<file path="src/rtl/mem_line_requester.sv">
// -----------------------------------------------------------------------------
// mem_line_requester
//
// Upstream neighbour of the memory controller. Takes whole-cache-line read and
// write requests from the miss-handling logic. It then drives the controller's
// op/address interface and moves the line over the common word-wide data bus:
// a write line is serialised into BEATS word beats, and read beats are
// deserialised back into a line. It returns one response per request.
//
// Ports
//   clk, rst_n         clock, asynchronous active-low reset
//   req_valid/ready    line request handshake (ready only while idle)
//   req_we             1 = write line, 0 = read line
//   req_addr           byte address of the line (offset bits are dropped)
//   req_wline          write line, word i = bits [32i+31:32i]
//   resp_valid/ready   response handshake
//   resp_we            echo of req_we for this response
//   resp_rline         read line (0 for writes), same word ordering
//   resp_err           protocol error seen during the transfer
//   mc_ready           controller has finished initialisation
//   mc_tx_done         controller transfer-complete pulse
//   mc_rd_valid/rdata  read beat from the controller
//   mc_op              00 idle, 01 read, 11 write (registered)
//   mc_addr            line-aligned address to the controller
//   mc_wdata           write beat to the controller
// -----------------------------------------------------------------------------
module mem_line_requester #(
    parameter int WORD_SIZE     = 32,
    parameter int CL_SIZE_WIDTH = 512,
    parameter int ADDR_BITCOUNT = 64
) (
    input  logic                     clk,
    input  logic                     rst_n,
    input  logic                     req_valid,
    output logic                     req_ready,
    input  logic                     req_we,
    input  logic [ADDR_BITCOUNT-1:0] req_addr,
    input  logic [CL_SIZE_WIDTH-1:0] req_wline,
    output logic                     resp_valid,
    input  logic                     resp_ready,
    output logic                     resp_we,
    output logic [CL_SIZE_WIDTH-1:0] resp_rline,
    output logic                     resp_err,
    input  logic                     mc_ready,
    input  logic                     mc_tx_done,
    input  logic                     mc_rd_valid,
    input  logic [WORD_SIZE-1:0]     mc_rdata,
    output logic [1:0]               mc_op,
    output logic [ADDR_BITCOUNT-1:0] mc_addr,
    output logic [WORD_SIZE-1:0]     mc_wdata
);

    localparam int BEATS    = CL_SIZE_WIDTH / WORD_SIZE;
    localparam int CNT_W    = $clog2(BEATS);
    localparam int LINE_OFS = $clog2(CL_SIZE_WIDTH / 8);

    // One extra counter bit so a read beat arriving after the last word is
    // distinguishable from a wrap back to word 0.
    typedef logic [CNT_W:0] cnt_t;
    localparam cnt_t LAST_BEAT = cnt_t'(BEATS - 1);
    localparam cnt_t FULL      = cnt_t'(BEATS);

    localparam logic [ADDR_BITCOUNT-1:0] OFS_MASK =
        {{(ADDR_BITCOUNT - LINE_OFS){1'b0}}, {LINE_OFS{1'b1}}};

    localparam logic [1:0] OP_IDLE  = 2'b00;
    localparam logic [1:0] OP_READ  = 2'b01;
    localparam logic [1:0] OP_WRITE = 2'b11;

    typedef enum logic [2:0] {
        S_WAIT_INIT,
        S_IDLE,
        S_WR_ARM,
        S_WR_STREAM,
        S_WR_WAIT,
        S_RD_WAIT,
        S_RESP
    } state_t;

    state_t                     r_state;
    cnt_t                       r_cnt;
    logic [1:0]                 r_mc_op;
    logic [ADDR_BITCOUNT-1:0]   r_mc_addr;
    logic [CL_SIZE_WIDTH-1:0]   r_wbuf;
    logic [WORD_SIZE-1:0]       r_rwords [BEATS];
    logic                       r_we;
    logic                       r_err;

    logic [WORD_SIZE-1:0]       w_wwords [BEATS];
    logic [WORD_SIZE-1:0]       w_wdata;

    for (genvar g = 0; g < BEATS; g++) begin : g_words
        assign w_wwords[g]                              = r_wbuf[g*WORD_SIZE +: WORD_SIZE];
        assign resp_rline[g*WORD_SIZE +: WORD_SIZE]     = r_rwords[g];
    end

    // Write beat mux: the bus carries data only while streaming.
    always_comb begin
        w_wdata = '0;
        if (r_state == S_WR_STREAM) begin
            w_wdata = w_wwords[r_cnt[CNT_W-1:0]];
        end
    end

    always_ff @(posedge clk or negedge rst_n) begin
        if (!rst_n) begin
            r_state   <= S_WAIT_INIT;
            r_cnt     <= '0;
            r_mc_op   <= OP_IDLE;
            r_mc_addr <= '0;
            r_wbuf    <= '0;
            r_we      <= 1'b0;
            r_err     <= 1'b0;
            // NOTE: the read word store is reset because it drives resp_rline
            // directly, and that output has a defined reset value.
            for (int i = 0; i < BEATS; i++) begin
                r_rwords[i] <= '0;
            end
        end else begin
            case (r_state)
                S_WAIT_INIT: begin
                    if (mc_ready) begin
                        r_state <= S_IDLE;
                    end
                end

                S_IDLE: begin
                    if (req_valid) begin
                        r_mc_addr <= req_addr & ~OFS_MASK;
                        r_wbuf    <= req_wline;
                        r_we      <= req_we;
                        r_cnt     <= '0;
                        r_err     <= 1'b0;
                        // Cleared so a write response returns an all-zero line.
                        for (int i = 0; i < BEATS; i++) begin
                            r_rwords[i] <= '0;
                        end
                        if (req_we) begin
                            r_mc_op <= OP_WRITE;
                            r_state <= S_WR_ARM;
                        end else begin
                            r_mc_op <= OP_READ;
                            r_state <= S_RD_WAIT;
                        end
                    end
                end

                S_WR_ARM: begin
                    r_state <= S_WR_STREAM;
                end

                S_WR_STREAM: begin
                    r_cnt <= r_cnt + cnt_t'(1);
                    if (r_cnt == LAST_BEAT) begin
                        r_state <= S_WR_WAIT;
                    end
                end

                S_WR_WAIT: begin
                    if (mc_tx_done) begin
                        r_mc_op <= OP_IDLE;
                        r_state <= S_RESP;
                    end
                end

                S_RD_WAIT: begin
                    if (mc_rd_valid) begin
                        if (r_cnt == FULL) begin
                            r_err <= 1'b1;        // surplus beat, data dropped
                        end else begin
                            r_rwords[r_cnt[CNT_W-1:0]] <= mc_rdata;
                            r_cnt                      <= r_cnt + cnt_t'(1);
                        end
                    end
                    if (mc_tx_done) begin
                        r_mc_op <= OP_IDLE;
                        r_state <= S_RESP;
                        // Completion must coincide with the final beat.
                        if (!(mc_rd_valid && r_cnt == LAST_BEAT)) begin
                            r_err <= 1'b1;
                        end
                    end
                end

                S_RESP: begin
                    if (resp_ready) begin
                        r_state <= S_IDLE;
                    end
                end

                default: begin
                    r_state <= S_WAIT_INIT;
                end
            endcase
        end
    end

    assign req_ready  = (r_state == S_IDLE);
    assign resp_valid = (r_state == S_RESP);
    assign resp_we    = r_we;
    assign resp_err   = r_err;
    assign mc_op      = r_mc_op;
    assign mc_addr    = r_mc_addr;
    assign mc_wdata   = w_wdata;

endmodule

</file>
<file path="config.mk">
export PLATFORM = sky130hd
export DESIGN_NAME = mem_line_requester
export DESIGN_NICKNAME = d
export VERILOG_FILES = /design/src/rtl/mem_line_requester.sv
export SDC_FILE = /design/constraint.sdc
export NUM_CORES = 2
export LEC_CHECK = 0
export BUFFER_PORTS_ARGS = -buffer_cell sky130_fd_sc_hd__buf_2
export CORE_AREA = 2 2 478 480
export CTS_BUF_LIST = sky130_fd_sc_hd__clkbuf_2
export CTS_CLUSTER_SIZE = 25
export DETAILED_ROUTE_END_ITERATION = 16
export DIE_AREA = 0 0 480 482
export PLACE_DENSITY = 0.47
export SLEW_MARGIN = 30
export SYNTH_ARGS = -nofsm -noshare
export SYNTH_HDL_FRONTEND = slang
export SYNTH_SLANG_ARGS = --single-unit
</file>
<file path="constraint.sdc">
create_clock -name clk -period 4.3 [get_ports clk]
set_clock_uncertainty 0.15 [all_clocks]
set_input_delay 0.43 -clock clk [delete_from_list [all_inputs] [get_ports clk]]
set_output_delay 0.43 -clock clk [all_outputs]
set_load 0.1 [all_outputs]
</file>
==> metrics.csv, run 1 <==
stage,metric,value,unit
floorplanning,Chip Width,480,um
logic_synthesis,Yosys warnings,0,
logic_synthesis,#FFs+latches synth,1094,
logic_synthesis,Post-synth EDFFs,0,
clock_network,Resize count post-CTS,200,
placed_design,Area after DPL,0.0557,sq mm
clock_network,TritonCTS Sinks,1094,
placed_design,hpwl dp,144,mm
logic_synthesis,"Top FF cell, synth",dfrtp_1,
logic_synthesis,sequential fraction of the synthesis area,59.4,%
floorplanning,I/O pins,1230,
logic_synthesis,Mean Syn Cell Area,11.9,sq um
logic_synthesis,Commonest cells post-synth,"dfrtp_1, nand2_1, mux2_2",
logic_synthesis,Post-synth ARST share,100,%
placed_design,gpl congestion,0.838,
clock_network,root buffer cell,clkbuf_2,
run_status,status,did not finish,
clock_network,post-CTS setup buffers,26,
logic_synthesis,area share of the largest cell type after synthesis,59.4,%
run_status,stop err,[ERROR RSZ-0060] Max buffer count reached.,
logic_synthesis,distinct cell type count of the synthesized netlist,47,
placed_design,Port Buffers,1217,
floorplanning,height of the die,482,um
floorplanning,Starting Density,20.4,%
clock_network,H-tree level count,5,
clock_network,hold-fix buffers at CTS,1686,
logic_synthesis,cells after synthesis,3866,
floorplanning,Cell Rows,175,
clock_network,TritonCTS Buffers,323,
logic_synthesis,"area leader, netlist",dfrtp_1,
logic_synthesis,top-count cell post-synth,dfrtp_1,
clock_network,Clock Tree Buf Depth,4,
logic_synthesis,Area contributors post-synth,"dfrtp_1, mux2_2, nand2_1",
logic_synthesis,Synth Cell Area,0.0461,sq mm
run_status,Fail Step,clock tree synthesis,
[cell families after synthesis]
| family | after synthesis | share of synthesized area (%) |
|---|---|---|
| xor gates and xnor gates | 1 | 0.0190 |
| muxes | 733 | 20.9 |
| other | 1 | 0.00813 |
| buffers and inverters | 351 | 3.37 |
| AOI/OAI and AO/OA | 572 | 6.49 |
| and+or+nand+nor | 1109 | 9.69 |
| DFF | 1094 | 59.4 |
| adders and majority gates | 5 | 0.136 |
[stage by stage]
step                      hold slack [ns]  cells  util [%]  setup WS (ns)
after floorplan                   -0.0156   3871         -          0.302
after global placement              0.319   7859      24.6          0.592
after detailed placement            0.240   7860      24.6          0.556
==> inputs of run 2 (changes only) <==
CORE_AREA = 2 2 474 476   (was 2 2 478 480)
CTS_BUF_LIST = not set   (was sky130_fd_sc_hd__clkbuf_2)
CTS_CLUSTER_SIZE = not set   (was 25)
DIE_AREA = 0 0 476 478   (was 0 0 480 482)
PLACE_DENSITY = not set   (was 0.47)
PLACE_DENSITY_LB_ADDON = 0.15   (was not set)
==> run 2 against run 1 <==
The run now ends clean. Synthesized cell count unchanged. Synthesized area stayed put.
==> metrics.csv, run 2 <==
stage,metric,value,unit,change
run_status,status,finished clean,,
min_path,sink of the worst hold path,resp_rline[511],,
critical_path,Crit Reg-Reg Endpoint,resp_rline[36],,
clock_network,TritonCTS Sinks,1094,,unchanged
critical_path,R2R setup slack,1.23,ns,
routing,post-DR vias/cell,4.14,,
clock_network,TritonCTS Buffers,139,,-57%
clock_network,Clock Tree Buf Depth,3,,-1
clock_network,H-tree level count,4,,-1
global_route,vias in the first global route,37986,,
critical_path,Worst path top cell family by delay,buffers and inverters,,
floorplanning,Core Footprint,0.223,sq mm,
min_path,Hold Path Cell Cnt,3,,
sta,Slew headroom,34.9,%,
critical_path,Critical Path Max Stage Delay,0.72,ns,
sta,final number of hold-violating endpoints,0,,
critical_path,Worst setup SP type,register,,
global_route,first-pass GRT wire length,289,mm,
placed_design,Area after DPL,0.0559,sq mm,+0.43%
logic_synthesis,Mean Syn Cell Area,11.9,sq um,unchanged
critical_path,WP data required,3.72,ns,
logic_synthesis,Post-synth ARST share,100,%,unchanged
routing,Avg WL per Cell,23.6,um,
critical_path,reg2reg path depth,9,,
sta,final worst setup slack,0.270,ns,
power,P per Cell Area,644,mW/mm^2,
critical_path,Worst EP arrival,3.45,ns,
logic_synthesis,top-count cell post-synth,dfrtp_1,,
job,Max Cap Viol,0,,
power,VDD IR-drop max,0.000677,V,
cells_and_area,Layout Nets,6227,,
critical_path,buffer and inverter count on the worst path,3,,
global_route,total global-route track usage,17.7,%,
routing,drt pass-1 iters,6,,
cells_and_area,footprint of the multi-input gates,0.0173,sq mm,
clock_network,Clock Pin Slew Worst Setup and Hold Paths,0.06,ns,
logic_synthesis,Area contributors post-synth,"dfrtp_1, mux2_2, nand2_1",,
logic_synthesis,Compound-Gate Fraction of Synth Area,6.49,%,unchanged
sta,Slew @ Worst Pin,0.976,ns,
floorplanning,Chip Width,476,um,-0.83%
critical_path,"Slowest-stage cell, CP",and3_2,,
cells_and_area,Area Overhead vs Synth,44.4,%,
cells_and_area,final std cells w/o fill,8748,,
critical_path,RR Startpoint,r_cnt[0],,
cells_and_area,Reg area,0.0274,sq mm,
sta,max-slew violation count,0,,
logic_synthesis,Commonest cells post-synth,"dfrtp_1, nand2_1, mux2_2",,
floorplanning,height of the die,478,um,-0.83%
floorplanning,Starting Density,20.7,%,+0.30 points
placed_design,gpl congestion,0.774,,-7.6%
routing,DR vias,36197,,
critical_path,Crit. End Element,primary output,,
logic_synthesis,Post-synth EDFFs,0,,unchanged
logic_synthesis,sequential fraction of the synthesis area,59.4,%,unchanged
critical_path,"Critical Path, Cell by Cell",and3_2 -> buf_4 -> a22oi_1 -> buf_4 -> o21ai_0 -> buf_2,,
global_route,initial antenna violation count,76,,
cells_and_area,post-route design area,0.0666,sq mm,
cells_and_area,"commonest non-fill, non-tap cell in the layout",buf_2,,
logic_synthesis,Synth Area in Adders,0.136,%,unchanged
sta,highest clock rate,248,MHz,
logic_synthesis,#FFs+latches synth,1094,,unchanged
global_route,pin count of the biggest net entering global routing,118,,
logic_synthesis,XOR/XNOR Fraction of Synth Area,0.0190,%,unchanged
logic_synthesis,"Top FF cell, synth",dfrtp_1,,
placed_design,DP Cell Count,7862,,+0.025%
logic_synthesis,Yosys warnings,0,,unchanged
logic_synthesis,cells after synthesis,3866,,unchanged
critical_path,crit path kind,reg2out,,
min_path,HP Start,mc_rdata[31],,
clock_network,post-CTS setup buffers,0,,-100%
clock_network,root buffer cell,clkbuf_16,,
clock_network,clock latency on the worst-skew pair,0.78,ns,
routing,final wirelength,206,mm,
sta,unrepaired setup endpoints after global routing,no,,
routing,Residual DRC,0,,
sta,Tcrit/Tclk final,93.7,%,
logic_synthesis,main combinational cell family by area after synthesis,multiplexers,,
power,Pleak,30.8,nW,
logic_synthesis,mux contribution to synthesized area,20.9,%,unchanged
placed_design,hpwl dp,150,mm,+3.6%
sta,setup TNS,0,ns,
cells_and_area,Final Util,29.8,%,
cells_and_area,layout cells sized above 1,39.1,%,
floorplanning,die area,0.228,sq mm,
logic_synthesis,Synth Cell Area,0.0461,sq mm,unchanged
floorplanning,Cell Rows,174,,-0.57%
logic_synthesis,"area leader, netlist",dfrtp_1,,
min_path,HP Class,in2reg,,
global_route,GRT overflow,0,,
logic_synthesis,simple-gate share of the synthesized area,9.69,%,unchanged
clock_network,CTS tree,yes,,
placed_design,Port Buffers,1217,,unchanged
placed_design,Placement Setup Slack,0.732,ns,+0.177 ns
logic_synthesis,distinct cell type count of the synthesized netlist,47,,unchanged
routing,ANT nets after route,0,,
critical_path,most frequent cell on the critical path,buf_4,,
logic_synthesis,area share of the largest cell type after synthesis,59.4,%,unchanged
cells_and_area,Fillers,23258,,
routing,Initial DRC Count,1922,,
sta,# setup viols final,0,,
sta,Tmin final,4.03,ns,
floorplanning,I/O pins,1230,,unchanged
critical_path,critical path peak fanout,14,,
cells_and_area,most frequent cells in the layout,"buf_2, dfrtp_1, nand2_1, dlygate4sd3_1, mux2_2",,
-- run 2: logic make-up after synthesis --
kind of cell    Yosys count
simple gates           1109
other cells               1
mux                     733
xor+xnor                  1
buf+inv                 351
compound gates          572
fa+ha+maj                 5
flops                  1094
-- run 2: worst max-delay path by stage --
stage,cells after the start,endpoint,startpoint
floorplan,5,mc_wdata[22],r_cnt[3]
global placement,5,mc_wdata[22],r_cnt[0]
detailed placement,5,mc_wdata[22],r_cnt[0]
CTS,7,mc_wdata[31],r_cnt[3]
global route,6,mc_wdata[31],r_cnt[2]
finish,6,mc_wdata[31],r_cnt[2]
-- run 2: power by group --
group	switching [W]	internal, W	total [W]
Sequential	0.00171	0.0134	0.0151
Combinational	0.0101	0.00574	0.0158
Clock	0.00492	0.00700	0.0119
-- run 2: worst min-delay path: cells and delay by family --
kind	cells	cell delay, ns
compound gates	1	0.07
buf+inv	1	0.30
simple gates	1	0.13
-- run 2: layer usage --
metal	vias to the layer above	wire [um]	GRT usage, %
met5	-	209	0
li1	16779	-	-
met3	302	13700	4.58
met2	1183	105000	31.6
met4	38	6150	5.61
met1	17895	80800	20.5
-- run 2: timing repair --
item                       in CTS  in global routing
hold endpoints to repair      838                  0
hold buffers                  595                  0
setup endpoints to repair       2                  0
gates resized for setup         2                  0
-- run 2: cell type report --
class	instances	area share (%)
tap	2992	5.62
clock inverter	36	0.614
sequential	1094	41.1
clock buffer	216	6.31
antenna	39	0.147
multi-input combinational	2426	25.9
inverter	11	0.0639
timing repair buffer	1934	20.2
-- run 2: through the flow --
stage | hold slack (ns) | power, W
after floorplan | -0.0156 | 0.0264
after global placement | 0.320 | 0.0307
after detailed placement | 0.322 | 0.0309
after CTS | 0.00857 | 0.0436
after global routing | 0.0297 | 0.0450
final | 0.0284 | 0.0429
Note: power is estimated with default switching activity, not from simulation.
